**config.mk**
```make
export PLATFORM = sky130hd
export DESIGN_NAME = uart_id_receiver
export DESIGN_NICKNAME = d
export VERILOG_FILES = /design/src/rtl/uart_id_receiver.sv
export SDC_FILE = /design/constraint.sdc
export NUM_CORES = 1
export LEC_CHECK = 0
export BUFFER_PORTS_ARGS = -buffer_cell sky130_fd_sc_hd__buf_2
export CAP_MARGIN = 20
export CORE_MARGIN = 2
export CORE_UTILIZATION = 55
export CTS_BUF_LIST = sky130_fd_sc_hd__clkbuf_4 sky130_fd_sc_hd__clkbuf_8
export DETAILED_ROUTE_END_ITERATION = 12
export PLACE_DENSITY_LB_ADDON = 0.2
export SLEW_MARGIN = 40
export SYNTH_ARGS = -nofsm -noshare
export SYNTH_HDL_FRONTEND = slang
export SYNTH_SLANG_ARGS = --single-unit
```
**constraint.sdc**
```tcl
create_clock -name clk -period 2.8 [get_ports clk]
set_clock_uncertainty 0.15 [all_clocks]
set_input_delay 0.28 -clock clk [delete_from_list [all_inputs] [get_ports clk]]
set_output_delay 0.28 -clock clk [all_outputs]
set_load 0.005 [all_outputs]
```
**src/rtl/uart_id_receiver.sv**
```systemverilog
// Oversampling UART receiver (MSB first) that validates each byte as a 6-bit command/digit ID.
// Emits one-cycle strobes for an accepted ID, an out-of-range byte, or a bad stop bit.
module uart_id_receiver #(
    parameter int unsigned CLKS_PER_BIT = 868,
    parameter int unsigned MAX_ID       = 47
) (
    input  logic       clk,
    input  logic       reset,
    input  logic       rx,
    output logic [7:0] data,
    output logic [5:0] ID,
    output logic       id_valid,
    output logic       id_err,
    output logic       frame_err,
    output logic       rx_busy
);

    localparam int unsigned CNT_W = $clog2(CLKS_PER_BIT);
    localparam logic [CNT_W-1:0] HALF_M1  = CNT_W'(CLKS_PER_BIT / 2 - 1);
    localparam logic [CNT_W-1:0] FULL_M1  = CNT_W'(CLKS_PER_BIT - 1);
    localparam logic [7:0]       MAX_ID_B = 8'(MAX_ID);

    typedef enum logic [2:0] {
        S_IDLE,
        S_START,
        S_DATA,
        S_STOP,
        S_WAIT_HIGH
    } state_t;

    state_t           state_q, state_d;
    logic [CNT_W-1:0] cnt_q, cnt_d;
    logic [2:0]       bit_idx_q, bit_idx_d;
    logic [7:0]       shreg_q, shreg_d;
    logic [7:0]       data_q, data_d;
    logic [5:0]       id_q, id_d;
    logic             id_valid_q, id_valid_d;
    logic             id_err_q, id_err_d;
    logic             frame_err_q, frame_err_d;
    logic             rx_busy_q, rx_busy_d;
    logic             rx_meta_q, rx_s_q;

    // Two-flop synchronizer; resets to the idle (high) line level.
    always_ff @(posedge clk) begin
        if (reset) begin
            rx_meta_q <= 1'b1;
            rx_s_q    <= 1'b1;
        end else begin
            rx_meta_q <= rx;
            rx_s_q    <= rx_meta_q;
        end
    end

    always_ff @(posedge clk) begin
        if (reset) begin
            state_q     <= S_IDLE;
            cnt_q       <= '0;
            bit_idx_q   <= '0;
            shreg_q     <= '0;
            data_q      <= '0;
            id_q        <= '0;
            id_valid_q  <= 1'b0;
            id_err_q    <= 1'b0;
            frame_err_q <= 1'b0;
            rx_busy_q   <= 1'b0;
        end else begin
            state_q     <= state_d;
            cnt_q       <= cnt_d;
            bit_idx_q   <= bit_idx_d;
            shreg_q     <= shreg_d;
            data_q      <= data_d;
            id_q        <= id_d;
            id_valid_q  <= id_valid_d;
            id_err_q    <= id_err_d;
            frame_err_q <= frame_err_d;
            rx_busy_q   <= rx_busy_d;
        end
    end

    always_comb begin
        state_d     = state_q;
        cnt_d       = cnt_q;
        bit_idx_d   = bit_idx_q;
        shreg_d     = shreg_q;
        data_d      = data_q;
        id_d        = id_q;
        id_valid_d  = 1'b0;
        id_err_d    = 1'b0;
        frame_err_d = 1'b0;

        case (state_q)
            S_IDLE: begin
                if (!rx_s_q) begin
                    state_d = S_START;
                    cnt_d   = '0;
                end
            end
            S_START: begin
                // Recheck at mid start bit; a high line here is a glitch.
                if (cnt_q == HALF_M1) begin
                    cnt_d = '0;
                    if (!rx_s_q) begin
                        state_d   = S_DATA;
                        bit_idx_d = '0;
                    end else begin
                        state_d = S_IDLE;
                    end
                end else begin
                    cnt_d = cnt_q + CNT_W'(1);
                end
            end
            S_DATA: begin
                if (cnt_q == FULL_M1) begin
                    shreg_d = {shreg_q[6:0], rx_s_q};
                    cnt_d   = '0;
                    if (bit_idx_q == 3'd7) begin
                        state_d = S_STOP;
                    end else begin
                        bit_idx_d = bit_idx_q + 3'd1;
                    end
                end else begin
                    cnt_d = cnt_q + CNT_W'(1);
                end
            end
            S_STOP: begin
                if (cnt_q == FULL_M1) begin
                    cnt_d = '0;
                    if (rx_s_q) begin
                        data_d  = shreg_q;
                        state_d = S_IDLE;
                        if (shreg_q <= MAX_ID_B) begin
                            id_d       = shreg_q[5:0];
                            id_valid_d = 1'b1;
                        end else begin
                            id_err_d = 1'b1;
                        end
                    end else begin
                        frame_err_d = 1'b1;
                        state_d     = S_WAIT_HIGH;
                    end
                end else begin
                    cnt_d = cnt_q + CNT_W'(1);
                end
            end
            S_WAIT_HIGH: begin
                // Hold off retriggering until a break / stuck-low line releases.
                if (rx_s_q) begin
                    state_d = S_IDLE;
                end
            end
            default: begin
                state_d = S_IDLE;
            end
        endcase

        rx_busy_d = (state_d != S_IDLE);
    end

    assign data      = data_q;
    assign ID        = id_q;
    assign id_valid  = id_valid_q;
    assign id_err    = id_err_q;
    assign frame_err = frame_err_q;
    assign rx_busy   = rx_busy_q;

endmodule

```
==> flow_summary_export.csv <==
group,metric,value,unit
global_route,grt_max_degree,42,
min_path,hold_class,"reg2reg",
finish,area_growth,11.07,%
clock_tree,cts_tree,"yes",
critical_path,r2r_end,"bit_idx_q[0]",
finish,diodes,0,
timing,tns,0,ns
clock_tree,clock_path_buffers,2,
routing,route.detailed.drc,0,
global_route,antenna_found_initial,0,
critical_path,rr_startpoint,"state_q[1]",
synthesis,yosysUniqueCellTypes,39,
finish,ff_latch_area,880.8,um2
pwr,p_leak,0.8659,nW
timing,hold_viol_final,0,
synthesis,syn_area_per_cell,9.578,um2
synthesis,synth.mux.area_fraction,11.14,%
routing,antenna_left,0,
critical_path,worstPathRequired,2.88,ns
timing,rsz0062_at_grt,"no",
global_route,grt_usage,20.98,%
synthesis,syn_nets,204,
timing,tightest_slew,0.7135,ns
finish,multiInputGateArea,950.9,um2
critical_path,cp_slowest_cell,"dfxtp_1",
timing,max_freq,419.2,MHz
finish,final_cell_mix,"44 x dfxtp_1, 31 x nor2_1, 21 x mux2i_1",
pwr,power.density,482.2,nW/um2
clock_tree,post_cts_resized,0,
flow_run,drv_cap,0,
global_route,grt_first_pass_wirelength,6527,um
critical_path,crit_family,"compound AO/OA/AOI/OAI gates",
timing,period_share,85.20,%
synthesis,postSynthCellCount,197,
clock_tree,cts-root-buf,"clkbuf_4",
finish,final_common_cell,"dfxtp_1",
finish,final_nets,225,
synthesis,synth-seq-cells,44,
critical_path,cp_max_fo,11,
synthesis,synth_edf_count,0,
routing,firstDrtPassIters,4,
clock_tree,cts.sinks,44,
critical_path,slowest_delay,0.55,ns
placement,detailed_place_hpwl,2572,um
clock_tree,path_clk_slew,0.12,ns
synthesis,yosysSeqAreaShare,46.68,%
floorplanning,die_w,62.57,um
placement,place_area,2019,um2
timing,maxSlewViolCount,0,
critical_path,cp.arrival,2.46,ns
routing,wire_per_inst,13.66,um
synthesis,synthAdderAreaFrac,2.653,%
finish,final_cells,265,
clock_tree,htree_levels,2,
routing,via_per_inst,5.543,
synthesis,yosys_warnings,0,
global_route,overflow,0,
synthesis,synth_top_family_by_area,"simple AND/OR/NAND/NOR gates",
clock_tree,clk_latency,0.36,ns
critical_path,ff2ff_path_depth,5,
placement,io_buffers,20,
clock_tree,numCtsBuffers,5,
critical_path,cp.depth,5,
critical_path,critPathBufInv,0,
synthesis,synth.cell_area,1887,um2
finish,drive_gt1_share,16.89,%
floorplanning,core,3311,um2
synthesis,synth_compound_area_share,7.162,%
pwr,peakVddDrop,0.0003830,V
timing,period_needed,2.386,ns
critical_path,crit_start,"state_q[1]",
synthesis,synthSimpleGateAreaFrac,24.80,%
floorplanning,initial_core_util,56.99,%
finish,utilization,63.30,%
timing,max-slew-margin-rel,52.43,%
outcome,outcome,"finished clean",
placement,dp_cells,256,
routing,dr.first_iter.drc_count,35,
critical_path,path_cells,"or3b_1 > o41a_1 > a311oi_4 > mux2i_1 > nor2_1",
finish,fin_area,2096,um2
synthesis,async_reset_ff_share,0,%
critical_path,critical_path.endpoint,"bit_idx_q[0]",
critical_path,r2r_slack,0.41,ns
global_route,grt_pass1_vias,1442,
finish,fillers,309,
floorplanning,pin_count,21,
floorplanning,die_area,3915,um2
critical_path,worstSetupEndpointType,"register",
floorplanning,rows,21,
critical_path,start_kind,"register",
routing,finalWirelength,3619,um
synthesis,ys.flop_type,"dfxtp_1",
placement,gp_congestion,0.9397,
floorplanning,die_h,62.57,um
timing,setup-violations-final,0,
routing,routed-via-count,1469,
synthesis,synth-xor-area-share,4.642,%
critical_path,path_class,"reg2reg",
how the worst min path moves through the flow:
stage | slack [ns] | cells past startpoint | from | to
3_5_place_dp | 0.25 | 1 | rx_meta_q | rx_s_q
6_report | 0.27 | 1 | rx_meta_q | rx_s_q
2_1_floorplan | 0.23 | 1 | rx | rx_meta_q
4_1_cts | 0.28 | 1 | rx_meta_q | rx_s_q
5_1_grt | 0.29 | 1 | rx_meta_q | rx_s_q
3_3_place_gp | 0.24 | 1 | rx_meta_q | rx_s_q
flip-flops by register name, summed over array words and instances, names as in the netlist:
name	flops
ID	6
bit_idx_q	3
cnt_q	10
data	8
frame_err	1
id_err	1
id_valid	1
rx_busy	1
rx_meta_q	1
rx_s_q	1
shreg_q	8
state_q	3
logic make-up after synthesis:
group,Yosys count
buffers and inverters,12
adder cells (fa/ha/maj),4
flip-flops,44
AND/OR/NAND/NOR,89
XOR/XNOR,10
multiplexers,21
AO/OA/AOI/OAI,17
final cells by class:
class	instances	share of cell area, %
clock buffer	7	2.806
timing repair buffer	24	6.328
sequential	44	42.03
multi-input combinational	141	45.37
tap	46	2.746
inverter	2	0.3582
clock inverter	1	0.3582
stage by stage:
stage	setup slack [ns]	power, W	hold WS [ns]
CTS	0.4101	0.001020	0.2762
floorplan	0.7023	0.0006812	0.2338
global route	0.2769	0.001059	0.2940
finish	0.4143	0.001011	0.2747
detailed placement	0.4381	0.0006903	0.2458
global placement	0.5870	0.0006879	0.2418
worst register-to-register path, delay by kind of cell, from the launching register on:
kind / cells / cell delay [ns]
simple gates: 2 / 0.54
flops: 1 / 0.55
mux: 1 / 0.24
compound gates: 2 / 0.78
cells in the mapped netlist, types with 2 or more instances:
cell,instances,area (um2)
nor3_1,15,75.07
mux2i_1,21,210.2
buf_2,2,10.01
inv_1,2,7.510
ha_1,4,50.05
and3_1,2,12.51
nand2b_1,2,12.51
and4_1,3,26.28
xnor2_1,4,35.03
nor4_1,2,12.51
a21oi_1,4,20.02
or2_2,2,12.51
or3b_1,2,17.52
xor2_1,6,52.55
nor2_1,31,116.4
clkbuf_1,7,26.28
dfxtp_1,44,880.8
nand3_1,9,45.04
nor3b_1,4,30.03
o21ai_0,3,15.01
nand2_1,10,37.54
report_power, final:
group | total [W] | internal (W) | switching (W)
logic | 0.0000403 | 0.0000138 | 0.0000265
clock network | 0.000333 | 0.000133 | 0.000200
registers | 0.000637 | 0.000631 | 0.00000578
total | 0.00101 | 0.000778 | 0.000233
metal layers:
metal	part of all wire, %	wire [um]	up-vias	global-route usage (%)
met5	0	0	-	0
met4	1.6	57	0	8.056
met3	3.4	123	7	4.865
met2	51	1844	27	36.56
met1	44	1593	701	25.03
li1	-	-	734	-
timing repair:
action / 4_1_cts / 5_1_grt
buffers inserted: 0 / 0
hold endpoints to repair: 1 / 0
hold buffers: 1 / 0
No activity file was read; power rests on OpenSTA's default activity.
